<file path="src/rtl/pwm_ramp_ctrl.sv">
// pwm_ramp_ctrl: configuration sequencer for one PWM unit.
// Accepts period/duty requests, applies the period on a PWM period boundary,
// then slews the duty toward its target one step every N PWM periods.
module pwm_ramp_ctrl #(
   parameter int unsigned CNT_WIDTH  = 16,
   parameter int unsigned STEP_WIDTH = 8,
   parameter int unsigned DIV_WIDTH  = 8,
   parameter int unsigned RST_PERIOD = 1000
) (
   input  logic                  clk_i,
   input  logic                  rst_ni,
   input  logic                  enable_i,
   input  logic                  req_valid_i,
   output logic                  req_ready_o,
   input  logic [CNT_WIDTH-1:0]  req_period_i,
   input  logic [CNT_WIDTH-1:0]  req_duty_i,
   input  logic [STEP_WIDTH-1:0] req_step_i,
   input  logic [DIV_WIDTH-1:0]  req_div_i,
   output logic [CNT_WIDTH-1:0]  cfg_period_o,
   output logic [CNT_WIDTH-1:0]  cfg_duty_o,
   output logic                  period_tick_o,
   output logic                  busy_o,
   output logic                  done_o
);

   // Wide enough that duty +/- step and |target - duty| never wrap.
   localparam int unsigned AW  = CNT_WIDTH + 1;
   localparam int unsigned MW  = (AW > STEP_WIDTH) ? AW : STEP_WIDTH;
   localparam int unsigned DW1 = DIV_WIDTH + 1;

   typedef enum logic [1:0] {
      ST_IDLE = 2'd0,
      ST_SYNC = 2'd1,
      ST_RAMP = 2'd2
   } state_e;

   state_e                state;
   logic [CNT_WIDTH-1:0]  pcnt;
   logic [CNT_WIDTH-1:0]  period_lat;
   logic [CNT_WIDTH-1:0]  target;
   logic [STEP_WIDTH-1:0] step_lat;
   logic [DIV_WIDTH-1:0]  div_lat;
   logic [DIV_WIDTH-1:0]  dcnt;

   logic [CNT_WIDTH-1:0]  req_period_eff;
   logic [CNT_WIDTH-1:0]  req_target;
   logic [DIV_WIDTH-1:0]  div_eff;
   logic                  div_hit;
   logic [MW-1:0]         duty_x;
   logic [MW-1:0]         tgt_x;
   logic [MW-1:0]         step_x;
   logic [MW-1:0]         diff_x;
   logic [MW-1:0]         stepped_x;
   logic                  go_up;
   logic                  near;
   logic [CNT_WIDTH-1:0]  step_duty;

   // Handshake/status and the end-of-period strobe mirrored from the PWM counter.
   assign req_ready_o   = enable_i & (state == ST_IDLE);
   assign busy_o        = (state != ST_IDLE);
   assign period_tick_o = (pcnt >= (cfg_period_o - CNT_WIDTH'(1)));

   // Request normalisation: period 0 becomes 1, duty clamps to the period (100%).
   always_comb begin
      req_period_eff = req_period_i;
      if (req_period_i == '0) begin
         req_period_eff = CNT_WIDTH'(1);
      end
      req_target = req_duty_i;
      if (req_duty_i > req_period_eff) begin
         req_target = req_period_eff;
      end
   end

   // Divider: a step is due when this tick completes max(div,1) periods.
   always_comb begin
      div_eff = div_lat;
      if (div_lat == '0) begin
         div_eff = DIV_WIDTH'(1);
      end
      div_hit = ((DW1'(dcnt) + DW1'(1)) >= DW1'(div_eff));
   end

   // Next duty value: jump to target when close enough or step is 0, else move by step.
   always_comb begin
      duty_x    = MW'(cfg_duty_o);
      tgt_x     = MW'(target);
      step_x    = MW'(step_lat);
      go_up     = (tgt_x > duty_x);
      diff_x    = go_up ? (tgt_x - duty_x) : (duty_x - tgt_x);
      near      = (step_lat == '0) || (diff_x <= step_x);
      stepped_x = go_up ? (duty_x + step_x) : (duty_x - step_x);
      step_duty = near ? target : CNT_WIDTH'(stepped_x);
   end

   // Sequencer state, period mirror counter and registered config outputs.
   always_ff @(posedge clk_i or negedge rst_ni) begin
      if (!rst_ni) begin
         state        <= ST_IDLE;
         pcnt         <= '0;
         cfg_period_o <= CNT_WIDTH'(RST_PERIOD);
         cfg_duty_o   <= '0;
         period_lat   <= '0;
         target       <= '0;
         step_lat     <= '0;
         div_lat      <= '0;
         dcnt         <= '0;
         done_o       <= 1'b0;
      end else begin
         done_o <= 1'b0;
         if (period_tick_o) begin
            pcnt <= '0;
         end else begin
            pcnt <= pcnt + CNT_WIDTH'(1);
         end

         if (!enable_i) begin
            // Abort: drop the request, force duty off, keep the running period.
            state      <= ST_IDLE;
            cfg_duty_o <= '0;
            dcnt       <= '0;
         end else begin
            unique case (state)
               ST_IDLE: begin
                  if (req_valid_i) begin
                     period_lat <= req_period_eff;
                     target     <= req_target;
                     step_lat   <= req_step_i;
                     div_lat    <= req_div_i;
                     state      <= ST_SYNC;
                  end
               end
               ST_SYNC: begin
                  if (period_tick_o) begin
                     cfg_period_o <= period_lat;
                     dcnt         <= '0;
                     state        <= ST_RAMP;
                  end
               end
               ST_RAMP: begin
                  if (period_tick_o) begin
                     if (div_hit) begin
                        dcnt       <= '0;
                        cfg_duty_o <= step_duty;
                        if (near) begin
                           done_o <= 1'b1;
                           state  <= ST_IDLE;
                        end
                     end else begin
                        dcnt <= dcnt + DIV_WIDTH'(1);
                     end
                  end
               end
               default: begin
                  state <= ST_IDLE;
               end
            endcase
         end
      end
   end

endmodule
</file>
<file path="config.mk">
export PLATFORM = sky130hd
export DESIGN_NAME = pwm_ramp_ctrl
export DESIGN_NICKNAME = d
export VERILOG_FILES = /design/src/rtl/pwm_ramp_ctrl.sv
export SDC_FILE = /design/constraint.sdc
export NUM_CORES = 1
export LEC_CHECK = 0
export BUFFER_PORTS_ARGS = -buffer_cell sky130_fd_sc_hd__buf_2
export CORE_MARGIN = 4
export CORE_UTILIZATION = 60
export CTS_CLUSTER_DIAMETER = 80
export DETAILED_ROUTE_END_ITERATION = 10
export PLACE_DENSITY = 0.81
export SETUP_SLACK_MARGIN = 0.15
export SYNTH_ARGS = -nofsm -noshare
export SYNTH_HDL_FRONTEND = slang
export SYNTH_SLANG_ARGS = --single-unit
</file>
<file path="constraint.sdc">
create_clock -name clk_i -period 7.3 [get_ports clk_i]
set_clock_uncertainty 0.05 [all_clocks]
set_input_delay 2.19 -clock clk_i [delete_from_list [all_inputs] [get_ports clk_i]]
set_output_delay 2.19 -clock clk_i [all_outputs]
set_load 0.01 [all_outputs]
</file>
==> results.yml <==
run_status:
  outcome: "finished clean"
synth:
  synth_top_area_cell: "dfrtp_1"
  synth_nets: 1153
  synth.avg_cell_area_um2: 8.669
  ys_ff_latch: 107
  synth_top_area_share: 0.2921
  synth_seq_area_share: 0.3103
  yosysUniqueCellTypes: 77
  synth.area.top_cells: "dfrtp_1 29%, ha_1 14%, nand2_1 4.8%"
  synth_ff_type: "dfrtp_1"
  yosysWarnings: 0
  synth.cell_area_um2: 8652
  ys_async_sr_fraction: 1.000
  synth_edf_count: 0
  post-synth-top-count-cell: "nand2_1"
  syn_inst: 998
  synthTopCellsByCount: "110 x nand2_1, 101 x dfrtp_1, 100 x ha_1"
clocking:
  h-tree-depth: 3
  clk_pin_slew_ns: 0.07
  clk_path_buf_depth: 2
  cts.hold.buffers_added: 0
  cts_tree: "done"
  cts_resized: 0
  root_buffer: "clkbuf_16"
  cts.sinks: 107
  post_cts_buffers: 0
  cts_buffers: 9
  clk-insertion-delay-late_ns: 0.35
placed_design:
  place_congestion: 0.9566
  dp_hpwl_mm: 17.92
  port_buffers: 87
global_route:
  grt_use_total: 0.2890
  grt_pass1_wl_mm: 38.16
  overflow: 0
  antenna_found_initial: 0
  grt_pass1_vias: 7546
  grt_max_degree: 66
final_layout:
  area_growth_pct: 9.660
  finalNetCount: 1220
  drive_gt1_frac: 0.1355
  diodes: 0
  num-fill-cells: 1163
die:
  core-area_um2: 13990
  ios: 88
  start_util: 0.6185
  die_w_um: 128.1
  row_count: 43
  fp.dieArea_um2: 16410
  dieHeight_um: 128.1
timing:
  fmax_ghz: 0.1552
  setup_tns_ns: 0
  slew_headroom: 0.2495
  period_needed_ns: 6.441
  grt_setup_unrepaired: "false"
  drv_slew: 0
  fin_crit_sh: 0.8824
  tightest_slew_ns: 1.123
  setup_viol: 0
  hold_viol_final: 0
setup_path:
  critPathLaunchType: "flop"
  cp-end-kind: "flop"
  crit_type: "reg -> reg"
  worstPathMaxFanout: 20
  cp.required_ns: 7.47
  critPathArrivalTime_ns: 6.61
detailed_routing:
  first_pass_iters: 6
  post-route-drc-count: 0
  drtAntennaViolNets: 0
  vias_per_cell: 6.110
  num_vias: 7638
  drt-initial-drc-count: 663
  route.detailed.wl_per_inst_um: 18.62
  routed_wl_mm: 23.28
power:
  power_leakage_uw: 0.004722
  ir_drop_mv: 0.2108
  pwr_density_cell_nw_per_um2: 409.0
  report.power.total_uw: 3880
hold_path:
  hold_path_class: "reg -> reg"
job:
  cap_violations: 0
==> routing by layer <==
| layer | part of all wire | track usage | up-vias |
|---|---|---|---|
| met3 | 0.059 | 0.05792 | 42 |
| met5 | 0 | 0 | - |
| met4 | 0.024 | 0.08614 | 0 |
| met1 | 0.46 | 0.4050 | 3659 |
| met2 | 0.45 | 0.4541 | 252 |
| li1 | - | - | 3685 |
==> where the power goes <==
part / leakage [uW] / switching (uW) / internal, uW
sequential: 0.00138 / 194 / 781
clock: 0.000136 / 217 / 268
combinational: 0.00321 / 1430 / 994
total: 0.00472 / 1840 / 2040
==> through the flow <==
stage | std cells | hold WS (ns) | cell area, um^2 | setup WS (ns) | util
after floorplan | 998 | 0.3944 | 8652 | 1.876 | -
after global placement | 1234 | 0.4109 | 9193 | 1.285 | 0.6572
after detailed placement | 1234 | 0.4208 | 9193 | 1.014 | 0.6572
after CTS | 1250 | 0.4362 | 9488 | 0.9249 | 0.6783
after global routing | 1250 | 0.4618 | 9488 | 0.3830 | 0.6783
final | 1250 | 0.4318 | 9488 | 0.8587 | 0.6783
==> worst paths after layout <==
kind	from	end	depth (start not counted)	slack (ns)
min in group asynchronous	rst_ni	cfg_duty_o[15]	1	1.87
max in group asynchronous	rst_ni	div_lat[0]	2	4.24
worst min-delay path	period_lat[14]	period_lat[14]	2	0.43
worst max-delay path	cfg_duty_o[9]	cfg_duty_o[15]	22	0.86
worst max register to register	cfg_duty_o[9]	cfg_duty_o[15]	22	0.86
worst min register to register	period_lat[14]	period_lat[14]	2	0.43
==> placed cells by master, fill, tap and decap left out, types with 6 or more instances in the layout <==
cell type / n
a211oi_1: 9
a21o_1: 28
a21oi_1: 46
a221o_1: 16
and2_1: 18
and3_1: 12
buf_2: 86
buf_4: 7
clkbuf_16: 9
dfrtp_1: 101
dfstp_2: 6
ha_1: 100
inv_1: 80
mux2_2: 14
mux2i_1: 25
nand2_1: 109
nand2b_1: 7
nand3_1: 32
nand4_1: 14
nor2_1: 62
nor2b_1: 10
nor3_1: 17
nor4_1: 13
o21a_1: 10
o21ai_0: 77
or2_2: 6
xnor2_1: 39
xor2_1: 20
==> sequential cells by signal, indices dropped and copies added (netlist names) <==
| register | cells |
|---|---|
| dcnt | 8 |
| done_o | 1 |
| state | 2 |
| step_lat | 8 |
| pcnt | 16 |
| target | 16 |
| div_lat | 8 |
| period_lat | 16 |
| cfg_period_o | 16 |
| cfg_duty_o | 16 |
==> final cells by class <==
type / instances / area [um^2] / share of cell area
inverter: 81 / 304.0 / 0.03205
clock buffer: 11 / 232.7 / 0.02453
clock inverter: 5 / 62.56 / 0.006594
multi-input combinational: 773 / 5495 / 0.5792
tap: 180 / 225.2 / 0.02374
sequential: 107 / 2685 / 0.2830
timing repair buffer: 93 / 483.0 / 0.05090
==> cells by family (layout without fill, tap and decap cells) <==
kind of cell,after synthesis,after routing,share of synthesized area
mux,39,39,0.04714
buf+inv,118,190,0.05553
compound gates,252,252,0.1973
flops,107,107,0.3103
xor+xnor,59,59,0.05973
simple gates,320,320,0.1785
fa+ha+maj,103,103,0.1516
==> critical path: stages, from the launching register on <==
cell and delay (ns):
dfrtp_1 0.43, inv_1 0.07, ha_1 0.60, nand4_1 0.24, o31ai_2 0.31, a31oi_2 0.13
a211oi_4 0.39, or2_1 0.66, nand2_1 0.12, o311ai_0 0.16, nand3_1 0.17, a311oi_1 0.35
xnor2_1 0.11, ha_1 0.32, nand4_1 0.10, nor2_1 0.10, a211oi_1 0.05, nand4bb_1 0.18
or4b_1 0.52, a221o_1 0.35, o21ai_4 0.32, nor2_2 0.20, a221o_1 0.38
Note: power is estimated with default switching activity, not from simulation.
